`config.mk`:
```
export PLATFORM = sky130hd
export DESIGN_NAME = vend_dispense_sequencer
export DESIGN_NICKNAME = d
export VERILOG_FILES = /design/src/rtl/vend_dispense_sequencer.sv
export SDC_FILE = /design/constraint.sdc
export NUM_CORES = 1
export LEC_CHECK = 0
export ABC_AREA = 1
export CAP_MARGIN = 20
export CELL_PAD_IN_SITES_DETAIL_PLACEMENT = 0
export CELL_PAD_IN_SITES_GLOBAL_PLACEMENT = 1
export CORE_MARGIN = 5
export CORE_UTILIZATION = 41
export CTS_CLUSTER_SIZE = 8
export DETAILED_ROUTE_END_ITERATION = 8
export MAX_ROUTING_LAYER = met4
export PLACE_DENSITY = 0.81
export SLEW_MARGIN = 5
export SYNTH_ARGS = -nofsm -noshare
export SYNTH_HDL_FRONTEND = slang
export SYNTH_SLANG_ARGS = --single-unit
```
`constraint.sdc`:
```
create_clock -name clk -period 3.9 [get_ports clk]
set_input_delay 0.78 -clock clk [delete_from_list [all_inputs] [get_ports clk]]
set_output_delay 0.78 -clock clk [all_outputs]
set_load 0.02 [all_outputs]
```
`src/rtl/vend_dispense_sequencer.sv`:
```
// -----------------------------------------------------------------------------
// vend_dispense_sequencer
//
// Purpose: sits between the coin/selection front panel and one shared dispense
// mechanism. Accumulates coin credit, arbitrates round-robin among NUM_SLOTS
// selection buttons (only affordable, in-stock, enabled slots compete),
// sequences the mechanism through a start/done handshake, deducts the price,
// and returns coins one per cycle on cancel or on a mechanism timeout.
//
// Optional build macro: AUTO_CHANGE_EN
//   defined   - any credit left after a vend is returned automatically
//   undefined - leftover credit stays available in IDLE
//
// Ports:
//   clk          rising-edge clock
//   rst          asynchronous reset, active-low
//   coin_in      one coin per cycle while high
//   cancel       request refund of all credit
//   sel_req      selection buttons (level), one per slot
//   stock_empty  per-slot empty flags
//   mech_ready   mechanism can accept a start
//   mech_done    one-cycle pulse, item delivered
//   mech_start   one-cycle start pulse to the mechanism
//   mech_slot    slot being dispensed, valid from mech_start until done
//   item_out     one-cycle pulse after a successful vend
//   refund_pulse one coin returned per high cycle
//   coin_reject  one-cycle pulse, coin not accepted
//   credit       current credit
//   busy         high in any state except IDLE
//   fault        sticky mechanism-timeout flag (cleared only by reset)
// All outputs are registered.
// -----------------------------------------------------------------------------
module vend_dispense_sequencer #(
    parameter int                            NUM_SLOTS    = 4,
    parameter int                            CREDIT_W     = 4,
    parameter logic [NUM_SLOTS*CREDIT_W-1:0] PRICE_VEC    = {4'd5, 4'd3, 4'd2, 4'd1},
    parameter int                            MECH_TIMEOUT = 32
) (
    input  logic                         clk,
    input  logic                         rst,
    input  logic                         coin_in,
    input  logic                         cancel,
    input  logic [NUM_SLOTS-1:0]         sel_req,
    input  logic [NUM_SLOTS-1:0]         stock_empty,
    input  logic                         mech_ready,
    input  logic                         mech_done,
    output logic                         mech_start,
    output logic [$clog2(NUM_SLOTS)-1:0] mech_slot,
    output logic                         item_out,
    output logic                         refund_pulse,
    output logic                         coin_reject,
    output logic [CREDIT_W-1:0]          credit,
    output logic                         busy,
    output logic                         fault
);

    localparam int SLOT_W = $clog2(NUM_SLOTS);
    localparam int TMO_W  = (MECH_TIMEOUT > 1) ? $clog2(MECH_TIMEOUT) : 1;
    localparam logic [CREDIT_W-1:0] CREDIT_MAX = {CREDIT_W{1'b1}};
    localparam logic [TMO_W-1:0]    TMO_LAST   = TMO_W'(MECH_TIMEOUT - 1);

    typedef enum logic [1:0] {S_IDLE, S_START, S_WAIT_DONE, S_REFUND} state_t;

    state_t              r_state, w_state_nxt;
    logic [CREDIT_W-1:0] r_credit, w_credit_nxt;
    logic [SLOT_W-1:0]   r_ptr, w_ptr_nxt;
    logic [SLOT_W-1:0]   r_slot, w_slot_nxt;
    logic [TMO_W-1:0]    r_tmo, w_tmo_nxt;
    logic                r_fault, w_fault_nxt;
    logic                r_start, w_start_nxt;
    logic                r_item, w_item_nxt;
    logic                r_refund, w_refund_nxt;
    logic                r_reject, w_reject_nxt;
    logic                r_busy;

    logic [NUM_SLOTS-1:0] w_elig;
    logic                 w_any_elig;
    logic [SLOT_W-1:0]    w_grant;

    function automatic logic [CREDIT_W-1:0] price_of(input logic [SLOT_W-1:0] idx);
        return PRICE_VEC[int'(idx)*CREDIT_W +: CREDIT_W];
    endfunction

    // (base + ofs) mod NUM_SLOTS without relying on a power-of-two slot count
    function automatic logic [SLOT_W-1:0] wrap_idx(input logic [SLOT_W-1:0] base, input int ofs);
        int sum;
        sum = int'(base) + ofs;
        if (sum >= NUM_SLOTS) sum = sum - NUM_SLOTS;
        return SLOT_W'(sum);
    endfunction

    always_comb begin
        w_elig = '0;
        for (int i = 0; i < NUM_SLOTS; i++) begin
            w_elig[i] = sel_req[i] & ~stock_empty[i]
                      & (price_of(SLOT_W'(i)) != '0)
                      & (r_credit >= price_of(SLOT_W'(i)));
        end
    end

    // Scan from the farthest offset back to the pointer so the nearest
    // eligible slot at or after the pointer is the last one written.
    always_comb begin
        w_any_elig = 1'b0;
        w_grant    = '0;
        for (int k = NUM_SLOTS - 1; k >= 0; k--) begin
            if (w_elig[wrap_idx(r_ptr, k)]) begin
                w_any_elig = 1'b1;
                w_grant    = wrap_idx(r_ptr, k);
            end
        end
    end

`ifdef AUTO_CHANGE_EN
    logic [CREDIT_W-1:0] w_remain;
    assign w_remain = r_credit - price_of(r_slot);
`endif

    always_comb begin
        w_state_nxt  = r_state;
        w_credit_nxt = r_credit;
        w_ptr_nxt    = r_ptr;
        w_slot_nxt   = r_slot;
        w_tmo_nxt    = r_tmo;
        w_fault_nxt  = r_fault;
        w_start_nxt  = 1'b0;
        w_item_nxt   = 1'b0;
        w_refund_nxt = 1'b0;
        // A coin is rejected unless the IDLE coin path below accepts it.
        w_reject_nxt = coin_in;

        case (r_state)
            S_IDLE: begin
                if (cancel) begin
                    if (r_credit != '0) w_state_nxt = S_REFUND;
                end else if (|sel_req) begin
                    if (w_any_elig && !r_fault) begin
                        w_slot_nxt  = w_grant;
                        w_state_nxt = S_START;
                    end
                end else if (coin_in && !r_fault && (r_credit != CREDIT_MAX)) begin
                    w_credit_nxt = r_credit + 1'b1;
                    w_reject_nxt = 1'b0;
                end
            end
            S_START: begin
                if (mech_ready) begin
                    w_start_nxt = 1'b1;
                    w_tmo_nxt   = '0;
                    w_state_nxt = S_WAIT_DONE;
                end
            end
            S_WAIT_DONE: begin
                if (mech_done) begin
                    w_credit_nxt = r_credit - price_of(r_slot);
                    w_item_nxt   = 1'b1;
                    w_ptr_nxt    = wrap_idx(r_slot, 1);
                    w_tmo_nxt    = '0;
`ifdef AUTO_CHANGE_EN
                    w_state_nxt  = (w_remain != '0) ? S_REFUND : S_IDLE;
`else
                    w_state_nxt  = S_IDLE;
`endif
                end else if (r_tmo == TMO_LAST) begin
                    w_fault_nxt = 1'b1;
                    w_tmo_nxt   = '0;
                    w_state_nxt = S_REFUND;
                end else begin
                    w_tmo_nxt = r_tmo + 1'b1;
                end
            end
            S_REFUND: begin
                if (r_credit != '0) begin
                    w_refund_nxt = 1'b1;
                    w_credit_nxt = r_credit - 1'b1;
                    if (r_credit == CREDIT_W'(1)) w_state_nxt = S_IDLE;
                end else begin
                    w_state_nxt = S_IDLE;
                end
            end
            default: w_state_nxt = S_IDLE;
        endcase
    end

    always_ff @(posedge clk or negedge rst) begin
        if (!rst) begin
            r_state  <= S_IDLE;
            r_credit <= '0;
            r_ptr    <= '0;
            r_slot   <= '0;
            r_tmo    <= '0;
            r_fault  <= 1'b0;
            r_start  <= 1'b0;
            r_item   <= 1'b0;
            r_refund <= 1'b0;
            r_reject <= 1'b0;
            r_busy   <= 1'b0;
        end else begin
            r_state  <= w_state_nxt;
            r_credit <= w_credit_nxt;
            r_ptr    <= w_ptr_nxt;
            r_slot   <= w_slot_nxt;
            r_tmo    <= w_tmo_nxt;
            r_fault  <= w_fault_nxt;
            r_start  <= w_start_nxt;
            r_item   <= w_item_nxt;
            r_refund <= w_refund_nxt;
            r_reject <= w_reject_nxt;
            r_busy   <= (w_state_nxt != S_IDLE);
        end
    end

    assign mech_start   = r_start;
    assign mech_slot    = r_slot;
    assign item_out     = r_item;
    assign refund_pulse = r_refund;
    assign coin_reject  = r_reject;
    assign credit       = r_credit;
    assign busy         = r_busy;
    assign fault        = r_fault;

endmodule

```
==> Word-level counts from Yosys, hierarchy flattened <==
Index checks and enable logic that the tools add are counted.
W data, S select, Z words.
{ "classes": {"bitwise_logic": 14, "shift": 1, "n_eq_ne": 12, "reduce_logical": 15, "mux": 51, "n_addsub": 13, "order_cmp": 13} }
{ "ops": {"columns": ["op", "n"], "rows": [
  ["$mux W2", 18],
  ["$mux W4", 5],
  ["$mux W1", 18],
  ["$shiftx A16 B5 Y4 const A", 1],
  ["$mux W5", 3],
  ["$ge A3 B3 Y1 const B", 4],
  ["$lt A2 B3 Y1 const B", 4],
  ["$ne A2 B2 Y1 const B", 6],
  ["$pmux W4 S3", 1],
  ["$pmux W5 S2", 1],
  ["$sub A2 B1 Y2 const B", 5],
  ["$and A1 B1 Y1", 8],
  ["$bmux W1 S2", 4],
  ["$ge A4 B2 Y1 const B", 2],
  ["$pmux W2 S4", 1],
  ["$add A2 B1 Y3 const B", 2],
  ["$add A2 B2 Y3 const B", 2],
  ["$not A1 Y1", 6],
  ["$reduce_and A6 Y1", 1],
  ["$add A5 B1 Y5 const B", 1],
  ["$eq A5 B5 Y1 const B", 1],
  ["$add A4 B1 Y4 const B", 1],
  ["$eq A2 B2 Y1 const B", 2],
  ["$eq A4 B1 Y1 const B", 1],
  ["17 further kinds", 21]
]} }
{ "word_totals": {"ff_bits": 21, "in_bits": 14, "output_inout_bits": 12} }

==> Depth between registers and ports, before layout <==
{ "depth": {"word_depth": 15, "mapped_depth": 16, "depth_no_buf": 16} }

==> Least setup slack after synthesis <==
OpenSTA, ideal clock, no wires.
{ "synth_timing": {"path_kind": "register to register", "from": "register r_slot[1] (netlist: mech_slot[1])", "to": "register r_credit[3] (netlist: credit[3])", "slack_ns": 1.898, "arrival_time_ns": 1.875, "path_stages_with_launch": 14, "setup_time_ns": 0.127, "period_less_slack_ns": 2.002, "required_ns": 3.773, "path_buffers": 0, "path_cell_list": "dfrtp_1 -> inv_1 -> ha_1 -> inv_1 -> nor2_1 -> ha_1 -> nand2_1 -> o21ai_0 -> xor2_1 -> nand2_1 -> o21ai_0 -> o21ai_0 -> nand2_1 -> o21ai_0"} }
{ "synth_via": {"elab_chain_len": 4} }
{ "synth_lines": {"columns": ["element", "line_no", "text"], "rows": [
  ["start, declared", "67", "logic [SLOT_W-1:0] r_slot, w_slot_nxt;"],
  ["start signal, assigned", "202", "r_slot <= w_slot_nxt;"],
  ["$shiftx A16 B5 Y4", "81", "return PRICE_VEC[int'(idx)*CREDIT_W +: CREDIT_W];"],
  ["$sub A4 B4 Y4", "155", "w_credit_nxt = r_credit - price_of(r_slot);"],
  ["$mux W4", "154", "if (mech_done) begin"],
  ["$pmux W4 S3", "132", "case (r_state)"],
  ["end signal, assigned", "200", "r_credit <= w_credit_nxt;"],
  ["end, declared", "65", "logic [CREDIT_W-1:0] r_credit, w_credit_nxt;"]
]} }
No other way between the ends. The select of a mux whose other input is x is not followed.
A chain may end at the register's enable or synchronous reset.

==> Worst setup path in the final report <==
{ "layout_timing": {"from": "register r_credit[2] (netlist: credit[2])", "to": "output port credit[2]"} }
{ "layout_rtl": {"columns": ["element", "line_no", "text"], "rows": [
  ["end, declared", "52", "output logic [CREDIT_W-1:0] credit,"]
]} }
No word-level cell between the ends.

==> results.sh <==
export IMPL_status="finished clean"
export IMPL_use_met2_pct=23.6
export IMPL_h_tree_depth=1
export IMPL_synth_compound_area_share_pct=9.77
export IMPL_setup_worst_path_start_class="flip-flop"
export IMPL_path_buf_inv=1
export IMPL_synthesis_yosys_warnings=0
export IMPL_yosys_area_share_adder_pct=10.8
export IMPL_boundaryPins=26
export IMPL_cts_path_max_buffers=2
export IMPL_globalRouteOverflowTotal=0
export IMPL_synth_ff_latch_count=21
export IMPL_clkSinkCount=21
export IMPL_timing_final_crit_period_ps=2250
export IMPL_die_area_sq_um=5180
export IMPL_syn_instance_count=214
export IMPL_groute_layer_met1_usage_pct=18.0
export IMPL_worst_endpoint_arrival_ps=1470
export IMPL_critPathRequiredTime_ps=3120
export IMPL_yosys_area_top_type_share_pct=33.4
export IMPL_power_ir_vdd_worst_v=0.000200
export IMPL_post_synthesis_sequential_area_ratio_pct=33.4
export IMPL_hold_path_startpoint="r_tmo[4]"
export IMPL_post_cts_buffers=0
export IMPL_timing_worst_setup_path_type="flip-flop to output port"
export IMPL_grt_most_used_layer="met2"
export IMPL_p_per_area_nw_per_um2=202
export IMPL_maximum_number_of_pins_on_one_net_before_global_route_repair=22
export IMPL_grt_setup_unrepaired="false"
export IMPL_final_hold_violation_count=0
export IMPL_final_setup_violating_endpoints=0
export IMPL_die_height_um=72.0
export IMPL_final_setup_tns_ps=0
export IMPL_start_util_pct=42.7
export IMPL_dr_total_vias=1340
export IMPL_fillerInstances=395
export IMPL_worstPathCellList="clkdlybuf4s50_1"
export IMPL_track_usage_pct=14.1
export IMPL_maxSlewHeadroom_pct=37.4
export IMPL_pre_antenna_drt_iters=4
export IMPL_drive_gt1_share_pct=10.4
export IMPL_grt_util_met3_pct=2.91
export IMPL_via_density_per_instance=4.64
export IMPL_numPortBuffers=25
export IMPL_grt_first_pass_wirelength_um=5710
export IMPL_final_setup_skew_ps=2.19
export IMPL_max_slew_worst_pin_slew_ps=936
export IMPL_cts_buffers_inserted=3
export IMPL_worstHoldPathCells=1
export IMPL_cts_repair_resize_count=0
export IMPL_die_x_um=72.0
export IMPL_rr_endpoint="credit[3]"
export IMPL_routed_wirelength_um=3320
export IMPL_flow_area_growth_from_synthesis_pct=20.8
export IMPL_max_clock_freq_ghz=0.445
export IMPL_place_hpwl_um=2730
export IMPL_placed_cells=285
export IMPL_final_core_utilization_pct=51.6
export IMPL_initial_antenna_violation_count=0
export IMPL_synthXorXnorAreaFrac_pct=2.70
export IMPL_clk_insertion_delay_late_ps=250
export IMPL_coreArea_sq_um=3690
export IMPL_multi_input_area_sq_um=876
export IMPL_fin_nets=269
export IMPL_muxShareOfSynthArea_pct=0
export IMPL_fin_crit_sh_pct=57.6
export IMPL_critical_path_top_delay_family="buffers and inverters"
export IMPL_number_of_different_library_cells_in_the_post_synthesis_netlist=30
export IMPL_cp_slowest_cell="sky130_fd_sc_hd__clkdlybuf4s50_1"
export IMPL_first_global_vias=1275
export IMPL_routed_wire_length_per_instance_um=11.5
export IMPL_cts_hold_buffers_added=0
export IMPL_main_combinational_cell_family_by_area_after_synthesis="simple AND/OR/NAND/NOR gates"
export IMPL_timing_rr_start="r_state[1]"
export IMPL_cp_slowest_stage_delay_ps=670
export IMPL_antenna_cells=0
export IMPL_worst_path_fanout_max=7
export IMPL_route_antenna_remaining_nets=0
export IMPL_holdCritPathClass="flip-flop to flip-flop"
export IMPL_route_detailed_drc=0
export IMPL_seqCellArea_sq_um=526
export IMPL_timing_hold_worst_endpoint="r_tmo[4]"
export IMPL_yosysTopAreaCell="sky130_fd_sc_hd__dfrtp_1"
export IMPL_syn_nets=241
export IMPL_fin_worst_hold_slack_ps=512
export IMPL_critPathCaptureType="output port"
export IMPL_max_cap_violations=0
export IMPL_place_gp_congestion=0.761
export IMPL_path_clk_slew_ps=70
export IMPL_drt_initial_drc_count=48
export IMPL_power_leakage_nw=0.990
export IMPL_power_total_mw=0.384
export IMPL_syn_area_sq_um=1580
export IMPL_core_rowCount=22
export IMPL_report_final_slew_viol_count=0
export IMPL_r2r_worst_path_cells=12
export IMPL_layout_cells_non_filler=289
export IMPL_synth_area_per_cell_sq_um=7.36
export IMPL_timing_reg2reg_setup_slack_ps=1750
export IMPL_clock_tree_root_cell="sky130_fd_sc_hd__clkbuf_8"
export IMPL_yosys_top_cells_area="sky130_fd_sc_hd__dfrtp_1, sky130_fd_sc_hd__nand2_1, sky130_fd_sc_hd__ha_1, sky130_fd_sc_hd__inv_1, sky130_fd_sc_hd__o21ai_0"
export IMPL_synthSimpleGateAreaFrac_pct=32.3
export IMPL_clock_tree_from_tritoncts="built"
-- how the worst max path moves through the flow --
stage	slack, ps	from	depth (start not counted)	endpoint
after global routing	1420	r_state[1]	12	credit[3]
after CTS	1630	credit[2]	1	credit[2]
after floorplan	1900	mech_slot[1]	13	credit[3]
final	1650	credit[2]	1	credit[2]
after global placement	1610	stock_empty[3]	13	busy
after detailed placement	1570	sel_req[2]	12	mech_slot[0]
-- state kept, by name, indices dropped and copies added, names as in the netlist --
name,flops
mech_slot,2
r_state,2
credit,4
refund_pulse,1
r_tmo,5
busy,1
coin_reject,1
r_ptr,2
fault,1
mech_start,1
item_out,1
-- cells in the final DEF, fill, tap and decap left out, drive strengths merged --
cell type	count
nor2	23
inv	39
a32o	1
nand2	61
xnor2	2
fa	1
clkdlybuf4s50	25
nor4	1
xor2	2
clkbuf	4
nand3	14
ha	12
a22o	1
o311ai	1
or2	3
o21ai	15
nor3	4
nand4	1
o22ai	1
a21oi	9
dfrtp	21
-- metrics by stage --
step | worst slack (ps) | cell area (sq um)
CTS | 1630 | 1900
global placement | 1610 | 1860
global route | 1420 | 1900
floorplan | 1900 | 1580
finish | 1650 | 1900
detailed placement | 1570 | 1860
-- layer usage --
| layer | routed length [um] | part of all wire, % |
|---|---|---|
| met1 | 1630 | 49 |
| met2 | 1600 | 48 |
| met3 | 81 | 2.4 |
| met4 | 13 | 0.39 |
| met5 | 0 | 0 |
-- Yosys cell counts, drive strengths merged --
cell type	n
or2	3
dfrtp	21
nand2	61
nor2	23
a32o	1
nor3	4
fa	1
o22ai	1
nor4	1
xnor2	2
xor2	2
a22o	1
o21ai	15
nand4	1
a21oi	9
nand3	14
buf	2
o311ai	1
inv	39
ha	12
-- where the power goes --
group | internal, mW | switching [mW]
Sequential | 0.219 | 0.000208
Clock | 0.0726 | 0.0658
Combinational | 0.0142 | 0.0120
-- logic make-up after synthesis --
family / after synthesis
AND/OR/NAND/NOR: 107
buffers and inverters: 41
AO/OA/AOI/OAI: 28
flip-flops: 21
adder cells (fa/ha/maj): 13
XOR/XNOR: 4
-- layout make-up --
class                      instances  area share (%)
clock buffer                       4            2.37
inverter                          39            7.69
multi-input combinational        152            46.0
sequential                        21            27.6
tap                               48            3.16
timing repair buffer              25            13.1
Note: power is estimated with default switching activity, not from simulation.
